<file path="src/rtl/spi_exe_pkg.sv">
// rtl/spi_exe_pkg.sv - shared types and constants for the SPI execution-unit master
package spi_exe_pkg;

    typedef enum logic [2:0] {
        IDLE,
        SETUP,
        TX,
        GAP,
        RX,
        DONE,
        HOLD
    } state_t;

    localparam int M       = 8;
    localparam int N_FLAGS = 4;
    localparam int TX_BITS = 24;
    localparam int RX_BITS = 12;

    localparam int SF = 0;
    localparam int OF = 1;
    localparam int NF = 2;
    localparam int BF = 3;

endpackage

</file>
<file path="src/rtl/spi_exe_master_if.sv">
// rtl/spi_exe_master_if.sv - host handshake and 4-wire SPI bundle (SPI_ABORT_EN adds i_abort/o_err)
interface spi_exe_master_if;
    import spi_exe_pkg::*;

    logic               i_start;
    logic [M-1:0]       i_argA;
    logic [M-1:0]       i_argB;
    logic [M-1:0]       i_oper;
    logic               o_busy;
    logic               o_done;
    logic [M-1:0]       o_result;
    logic [N_FLAGS-1:0] o_flags;
    logic               o_sclk;
    logic               o_mosi;
    logic               i_miso;
    logic               o_cs;

`ifdef SPI_ABORT_EN
    logic               i_abort;
    logic               o_err;

    modport master (
        input  i_start, i_argA, i_argB, i_oper, i_miso, i_abort,
        output o_busy, o_done, o_result, o_flags, o_sclk, o_mosi, o_cs, o_err
    );
    modport slave (
        output i_start, i_argA, i_argB, i_oper, i_miso, i_abort,
        input  o_busy, o_done, o_result, o_flags, o_sclk, o_mosi, o_cs, o_err
    );
`else
    modport master (
        input  i_start, i_argA, i_argB, i_oper, i_miso,
        output o_busy, o_done, o_result, o_flags, o_sclk, o_mosi, o_cs
    );
    modport slave (
        output i_start, i_argA, i_argB, i_oper, i_miso,
        input  o_busy, o_done, o_result, o_flags, o_sclk, o_mosi, o_cs
    );
`endif

endinterface

</file>
<file path="src/rtl/spi_clk_gen.sv">
// rtl/spi_clk_gen.sv - SCLK half-period divider with tick, rise and fall strobes
module spi_clk_gen #(
    parameter int CLK_DIV = 4
) (
    input  logic i_clk_p,
    input  logic i_rst_n,
    input  logic i_en,
    input  logic i_sclk_en,
    output logic o_tick,
    output logic o_rise,
    output logic o_fall,
    output logic o_sclk
);

    localparam int CW = $clog2(CLK_DIV);

    logic [CW-1:0] cnt;

    assign o_tick = i_en && (cnt == CW'(CLK_DIV - 1));
    assign o_rise = o_tick && i_sclk_en && !o_sclk;
    assign o_fall = o_tick && i_sclk_en && o_sclk;

    // The counter restarts from zero every time the FSM re-enables it.
    always_ff @(posedge i_clk_p or negedge i_rst_n) begin
        if (!i_rst_n) begin
            cnt    <= '0;
            o_sclk <= 1'b0;
        end else begin
            if (!i_en || o_tick) cnt <= '0;
            else                 cnt <= cnt + CW'(1);

            if (!i_sclk_en)  o_sclk <= 1'b0;
            else if (o_tick) o_sclk <= ~o_sclk;
        end
    end

endmodule

</file>
<file path="src/rtl/spi_exe_master.sv">
// rtl/spi_exe_master.sv - SPI master framing {A,B,OPER} out and 12-bit result/flags back
// Optional abort path compiled in with SPI_ABORT_EN.
module spi_exe_master
    import spi_exe_pkg::*;
#(
    parameter int CLK_DIV  = 4,
    parameter int GAP_BITS = 2,
    parameter int CS_IDLE  = 2
) (
    input  logic              i_clk_p,
    input  logic              i_rst_n,
    spi_exe_master_if.master  bus
);

    localparam logic [4:0] TX_CNT   = 5'(TX_BITS);
    localparam logic [4:0] GAP_CNT  = 5'(GAP_BITS);
    localparam logic [4:0] RX_CNT   = 5'(RX_BITS);
    localparam logic [4:0] HOLD_CNT = 5'(2 * CS_IDLE);

    state_t              state, state_n;
    logic [4:0]          bit_cnt, cnt_val;
    logic                load_cnt, dec_cnt, accept;
    logic                clk_en, sclk_en, abort_take;
    logic                tick, rise, fall, sclk;
    logic [TX_BITS-1:0]  tx_sr;
    logic [RX_BITS-1:0]  rx_sr, rx_next;
    logic                cs, mosi, busy, done;
    logic [M-1:0]        result;
    logic [N_FLAGS-1:0]  flags;

    assign clk_en  = (state != IDLE) && (state != DONE);
    assign sclk_en = ((state == TX) || (state == GAP) || (state == RX)) && !abort_take;
    assign rx_next = {rx_sr[RX_BITS-2:0], bus.i_miso};

`ifdef SPI_ABORT_EN
    logic abort_pend, err, active;

    assign active     = (state == SETUP) || (state == TX) || (state == GAP) || (state == RX);
    assign abort_take = tick && active && (abort_pend || bus.i_abort);

    always_ff @(posedge i_clk_p or negedge i_rst_n) begin
        if (!i_rst_n) begin
            abort_pend <= 1'b0;
            err        <= 1'b0;
        end else begin
            abort_pend <= active && !abort_take && (abort_pend || bus.i_abort);
            err        <= abort_take;
        end
    end

    assign bus.o_err = err;
`else
    assign abort_take = 1'b0;
`endif

    spi_clk_gen #(.CLK_DIV(CLK_DIV)) u_clk_gen (
        .i_clk_p   (i_clk_p),
        .i_rst_n   (i_rst_n),
        .i_en      (clk_en),
        .i_sclk_en (sclk_en),
        .o_tick    (tick),
        .o_rise    (rise),
        .o_fall    (fall),
        .o_sclk    (sclk)
    );

    // Bit counter counts down on SCLK rises; each phase ends on the fall after it hits zero.
    always_comb begin
        state_n  = state;
        accept   = 1'b0;
        load_cnt = 1'b0;
        cnt_val  = '0;
        dec_cnt  = rise || (tick && (state == HOLD));
        case (state)
            IDLE: if (bus.i_start) begin
                accept  = 1'b1;
                state_n = SETUP;
            end
            SETUP: if (tick) begin
                state_n  = TX;
                load_cnt = 1'b1;
                cnt_val  = TX_CNT;
            end
            TX: if (fall && bit_cnt == '0) begin
                state_n  = GAP;
                load_cnt = 1'b1;
                cnt_val  = GAP_CNT;
            end
            GAP: if (fall && bit_cnt == '0) begin
                state_n  = RX;
                load_cnt = 1'b1;
                cnt_val  = RX_CNT;
            end
            RX: if (fall && bit_cnt == '0) state_n = DONE;
            DONE: begin
                state_n  = HOLD;
                load_cnt = 1'b1;
                cnt_val  = HOLD_CNT;
            end
            HOLD: if (tick && bit_cnt == 5'd1) state_n = IDLE;
            default: state_n = IDLE;
        endcase
        if (abort_take) begin
            state_n  = HOLD;
            load_cnt = 1'b1;
            cnt_val  = HOLD_CNT;
        end
    end

    always_ff @(posedge i_clk_p or negedge i_rst_n) begin
        if (!i_rst_n) begin
            state   <= IDLE;
            bit_cnt <= '0;
            tx_sr   <= '0;
            rx_sr   <= '0;
            cs      <= 1'b1;
            mosi    <= 1'b0;
            busy    <= 1'b0;
            done    <= 1'b0;
            result  <= '0;
            flags   <= '0;
        end else begin
            state <= state_n;
            busy  <= (state_n != IDLE);
            done  <= (state_n == DONE);

            if (load_cnt)     bit_cnt <= cnt_val;
            else if (dec_cnt) bit_cnt <= bit_cnt - 5'd1;

            if (accept) begin
                tx_sr <= {bus.i_argA, bus.i_argB, bus.i_oper};
                mosi  <= bus.i_argA[M-1];
                cs    <= 1'b0;
            end else if (state == TX && fall) begin
                tx_sr <= tx_sr << 1;
                mosi  <= (bit_cnt == '0) ? 1'b0 : tx_sr[TX_BITS-2];
            end

            if (state == RX && fall) begin
                rx_sr <= rx_next;
                if (bit_cnt == '0) begin
                    result <= rx_next[RX_BITS-1:N_FLAGS];
                    flags  <= {rx_next[BF], rx_next[NF], rx_next[OF], rx_next[SF]};
                end
            end

            if (state_n == DONE || abort_take) cs <= 1'b1;
            if (abort_take) mosi <= 1'b0;
        end
    end

    assign bus.o_cs     = cs;
    assign bus.o_sclk   = sclk;
    assign bus.o_mosi   = mosi;
    assign bus.o_busy   = busy;
    assign bus.o_done   = done;
    assign bus.o_result = result;
    assign bus.o_flags  = flags;

endmodule
</file>
<file path="src/flat_wrapper.sv">
// flat-port wrapper written by rule: the top's interface ports become plain ports
module spi_exe_master_flat import spi_exe_pkg::*;
#(
    parameter int CLK_DIV  = 4,
    parameter int GAP_BITS = 2,
    parameter int CS_IDLE  = 2
)
  (i_clk_p, i_rst_n, bus_i_start, bus_i_argA, bus_i_argB, bus_i_oper, bus_i_miso, bus_o_busy, bus_o_done, bus_o_result, bus_o_flags, bus_o_sclk, bus_o_mosi, bus_o_cs);
  spi_exe_master_if bus_i ();
  input  logic i_clk_p;
  input  logic i_rst_n;
  input wire logic [$bits(bus_i.i_start)-1:0] bus_i_start;
  input wire logic [$bits(bus_i.i_argA)-1:0] bus_i_argA;
  input wire logic [$bits(bus_i.i_argB)-1:0] bus_i_argB;
  input wire logic [$bits(bus_i.i_oper)-1:0] bus_i_oper;
  input wire logic [$bits(bus_i.i_miso)-1:0] bus_i_miso;
  output wire logic [$bits(bus_i.o_busy)-1:0] bus_o_busy;
  output wire logic [$bits(bus_i.o_done)-1:0] bus_o_done;
  output wire logic [$bits(bus_i.o_result)-1:0] bus_o_result;
  output wire logic [$bits(bus_i.o_flags)-1:0] bus_o_flags;
  output wire logic [$bits(bus_i.o_sclk)-1:0] bus_o_sclk;
  output wire logic [$bits(bus_i.o_mosi)-1:0] bus_o_mosi;
  output wire logic [$bits(bus_i.o_cs)-1:0] bus_o_cs;
  assign bus_i.i_start = bus_i_start;
  assign bus_i.i_argA = bus_i_argA;
  assign bus_i.i_argB = bus_i_argB;
  assign bus_i.i_oper = bus_i_oper;
  assign bus_i.i_miso = bus_i_miso;
  assign bus_o_busy = bus_i.o_busy;
  assign bus_o_done = bus_i.o_done;
  assign bus_o_result = bus_i.o_result;
  assign bus_o_flags = bus_i.o_flags;
  assign bus_o_sclk = bus_i.o_sclk;
  assign bus_o_mosi = bus_i.o_mosi;
  assign bus_o_cs = bus_i.o_cs;
  spi_exe_master #(.CLK_DIV(CLK_DIV), .GAP_BITS(GAP_BITS), .CS_IDLE(CS_IDLE)) u_core (.i_clk_p(i_clk_p), .i_rst_n(i_rst_n), .bus(bus_i));
endmodule
</file>
<file path="config.mk">
export PLATFORM = sky130hd
export DESIGN_NAME = spi_exe_master_flat
export DESIGN_NICKNAME = d
export VERILOG_FILES = /design/src/rtl/spi_exe_pkg.sv /design/src/rtl/spi_exe_master_if.sv /design/src/rtl/spi_clk_gen.sv /design/src/rtl/spi_exe_master.sv /design/src/flat_wrapper.sv
export SDC_FILE = /design/constraint.sdc
export NUM_CORES = 1
export LEC_CHECK = 0
export BUFFER_PORTS_ARGS = -buffer_cell sky130_fd_sc_hd__clkbuf_2
export CAP_MARGIN = 20
export CORE_MARGIN = 2
export CORE_UTILIZATION = 55
export CTS_CLUSTER_DIAMETER = 150
export DETAILED_ROUTE_END_ITERATION = 10
export PLACE_DENSITY = 0.84
export SKIP_CTS_REPAIR_TIMING = 1
export SYNTH_ARGS = -nofsm -noshare
export SYNTH_HDL_FRONTEND = slang
export SYNTH_SLANG_ARGS = --single-unit
</file>
<file path="constraint.sdc">
create_clock -name i_clk_p -period 2.68 [get_ports i_clk_p]
set_input_delay 0.536 -clock i_clk_p [delete_from_list [all_inputs] [get_ports i_clk_p]]
set_output_delay 0.536 -clock i_clk_p [all_outputs]
set_load 0.05 [all_outputs]
</file>
==> out/qor.yml <==
layout:
  syn_to_final_growth_pct: 18.08
  drive_gt1_share_pct: 31.67
  nNetsFinal: 328
  antenna-diode-count: 0
  fin_util_pct: 66.60
  fillCellCount: 368
setup_path:
  path_class: "reg2reg"
  r2r_end: "u_core.bus.o_result[7]"
  crit_path_end_kind: "flop"
  r2r_cells: 5
  required_ps: 2900
  worst_ep_arrival_time_ps: 2530
  cp-start-kind: "flop"
  path_max_fanout: 15
  rr_startpoint: "u_core.bit_cnt[0]"
  r2r_slack_ps: 370
sta:
  finalCritPeriodShare_pct: 86.34
  hold_viol_final: 0
  setup_tns_ps: 0
  slew_headroom_pct: 68.15
  rsz0062_at_grt: "no"
  worst_slack_ps: 366.2
  tightest_slew_ps: 477.8
  period_minus_slack_ps: 2314
  finClkSkew_ps: 11.08
  drv_slew: 0
  max_freq_mhz: 432.2
  setup_viol: 0
placement:
  routabilityCongestion: 0.8481
  post-place-ws_ps: 370.0
  post-dp-hpwl_um: 3695
  io_buffers: 44
route:
  dr_total_vias: 1968
  finalWirelength_um: 5438
  antenna_left: 0
  routedWlPerCell_um: 14.70
  drtIter0Drc: 183
  first_pass_iters: 4
  routed_via_density: 5.319
  route.detailed.drc: 0
global_route:
  use_met3_pct: 5.833
  grt_pass1_vias: 1969
  grt_max_degree: 50
  grt_first_pass_wirelength_um: 9287
  grtUsageMet2_pct: 34.64
  met1_usage_pct: 25.44
  gr-total-overflow: 0
  grt_busiest_layer: "met2"
  grt_usage_pct: 20.59
  antenna_found_initial: 0
floorplan:
  die_x_um: 75.91
  core_mm2: 0.005042
  die-area_mm2: 0.005762
  num_rows: 26
  pin_count: 45
  die_y_um: 75.91
  initial_utilization_pct: 56.40
synth:
  syn-instance-count: 250
  yosysSeqAreaShare_pct: 53.72
  ys_ff_latch: 61
  synth-edff-count: 0
  ys_async_sr_fraction_pct: 100.0
  synthesis.nets: 282
  synth_ff_type: "dfrtp_1"
  synth_area_mm2: 0.002844
  postSynthAreaPerCell_um2: 11.38
  yosysWarnings: 0
  ys_types: 42
flow_run:
  maxCapViolations: 0
hold_path:
  hp-class: "in2async"
outcome:
  status: "finished clean"
power:
  vdd_drop_max_mv: 0.4494
  p_leak_nw: 1.538
  p_per_area_mw_per_mm2: 584.0
clocking:
  cts.path.max_buffers: 2
  clkTransAtPathRegs_ps: 70
  clk_latency_ps: 340
  clkSinkCount: 61
  cts_made_buffers: 9
  cts-root-buf: "clkbuf_8"
  cts_tree: "built"
  htree_levels: 3
[cells in the final DEF, fill, tap and decap left out, types with 2 or more instances in the layout]
master,synthesis,routed
buf_4,0,7
mux2_2,16,16
a31oi_1,2,2
mux2i_1,23,23
nor2_1,7,6
a21oi_1,4,4
clkbuf_8,0,12
ha_1,4,4
clkbuf_2,0,44
inv_1,10,10
o22ai_1,3,3
a211oi_1,3,3
mux2_4,7,7
a41o_1,2,2
o21ai_0,28,28
nand2b_1,6,6
nand2_1,28,28
dfrtp_1,60,60
bufinv_16,0,2
a21o_1,3,3
a221oi_1,2,2
nand3_1,2,2
nor3_1,4,4
nor3b_1,3,3
[state kept, by name, summed over array words and instances (netlist names)]
name,count
u_core.tx_sr,23
u_core.rx_sr,11
u_core.bus.o_result,8
u_core.bit_cnt,5
u_core.bus.o_flags,4
u_core.state,3
u_core.u_clk_gen.cnt,2
u_core.bus.o_busy,1
u_core.bus.o_cs,1
u_core.bus.o_done,1
u_core.bus.o_mosi,1
u_core.u_clk_gen.o_sclk,1
[cell families (layout without fill, tap and decap cells)]
family | count (synthesis) | in the layout | synth area share (%)
XOR/XNOR | 1 | 1 | 0.3080
multiplexers | 46 | 46 | 18.13
AO/OA/AOI/OAI | 54 | 54 | 11.75
buffers and inverters | 26 | 76 | 4.399
flip-flops | 61 | 61 | 53.72
adder cells (fa/ha/maj) | 4 | 4 | 1.760
AND/OR/NAND/NOR | 58 | 58 | 9.944
[layout make-up]
class	instances	area [um2]	share of cell area, %
repair buffers	51	272.8	8.122
multi-input cells	163	1200	35.73
well taps	70	87.58	2.608
inverters	10	37.54	1.118
clock inverters	3	67.56	2.012
clock buffers	12	165.2	4.918
flip-flops and latches	61	1528	45.49
[worst max-delay path by stage]
stage / from / endpoint / slack, ps
detailed placement: u_core.bit_cnt[0] / u_core.bus.o_result[7] / 370
floorplan: u_core.bit_cnt[0] / u_core.bus.o_flags[0] / 440
CTS: u_core.bit_cnt[0] / u_core.bus.o_result[7] / 350
global placement: u_core.bit_cnt[0] / u_core.bus.o_result[7] / 440
finish: u_core.bit_cnt[0] / u_core.bus.o_result[7] / 370
global route: u_core.bit_cnt[0] / u_core.bus.o_flags[2] / 280
[metrics by stage]
stage	total power, W	hold slack (ps)	std cells	cell area, um2
after global routing	0.002031	237.4	370	3358
after CTS	0.001969	221.2	370	3358
final	0.001961	212.8	370	3358
after floorplan	0.0009882	240.4	250	2844
after detailed placement	0.001038	436.0	355	3126
after global placement	0.001034	429.1	355	3126
[report_power, final]
part | internal (W) | leakage [nW] | switching (W)
sequential | 0.000940 | 0.760 | 0.0000115
combinational | 0.0000285 | 0.664 | 0.0000399
clock | 0.000595 | 0.115 | 0.000347
total | 0.00156 | 1.54 | 0.000398
[worst max-delay path: stages (launching register included)]
cell and delay [ps]:
dfrtp_1 400, inv_1 120, ha_1 170, or4b_1 600
or3_4 570, mux2_4 340
[per-layer routing]
metal / vias to the layer above / part of all wire [%]
li1: 971 / -
met4: 0 / 1.5
met3: 8 / 3.8
met5: - / 0
met1: 943 / 42
met2: 46 / 52
[synthesized netlist by cell type (2+ instances only)]
| library cell | number | share of area (%) |
|---|---|---|
| a211oi_1 | 3 | 0.79 |
| a21o_1 | 3 | 0.79 |
| a21oi_1 | 4 | 0.70 |
| a221oi_1 | 2 | 0.62 |
| a31oi_1 | 2 | 0.44 |
| a41o_1 | 2 | 0.70 |
| buf_2 | 3 | 0.53 |
| clkbuf_1 | 10 | 1.3 |
| dfrtp_1 | 60 | 53 |
| ha_1 | 4 | 1.8 |
| inv_1 | 10 | 1.3 |
| mux2_2 | 16 | 6.3 |
| mux2_4 | 7 | 3.7 |
| mux2i_1 | 23 | 8.1 |
| nand2_1 | 28 | 3.7 |
| nand2b_1 | 6 | 1.3 |
| nand3_1 | 2 | 0.35 |
| nor2_1 | 7 | 0.92 |
| nor3_1 | 4 | 0.70 |
| nor3b_1 | 3 | 0.79 |
| o21ai_0 | 28 | 4.9 |
| o22ai_1 | 3 | 0.66 |
Note: power is estimated with default switching activity, not from simulation.
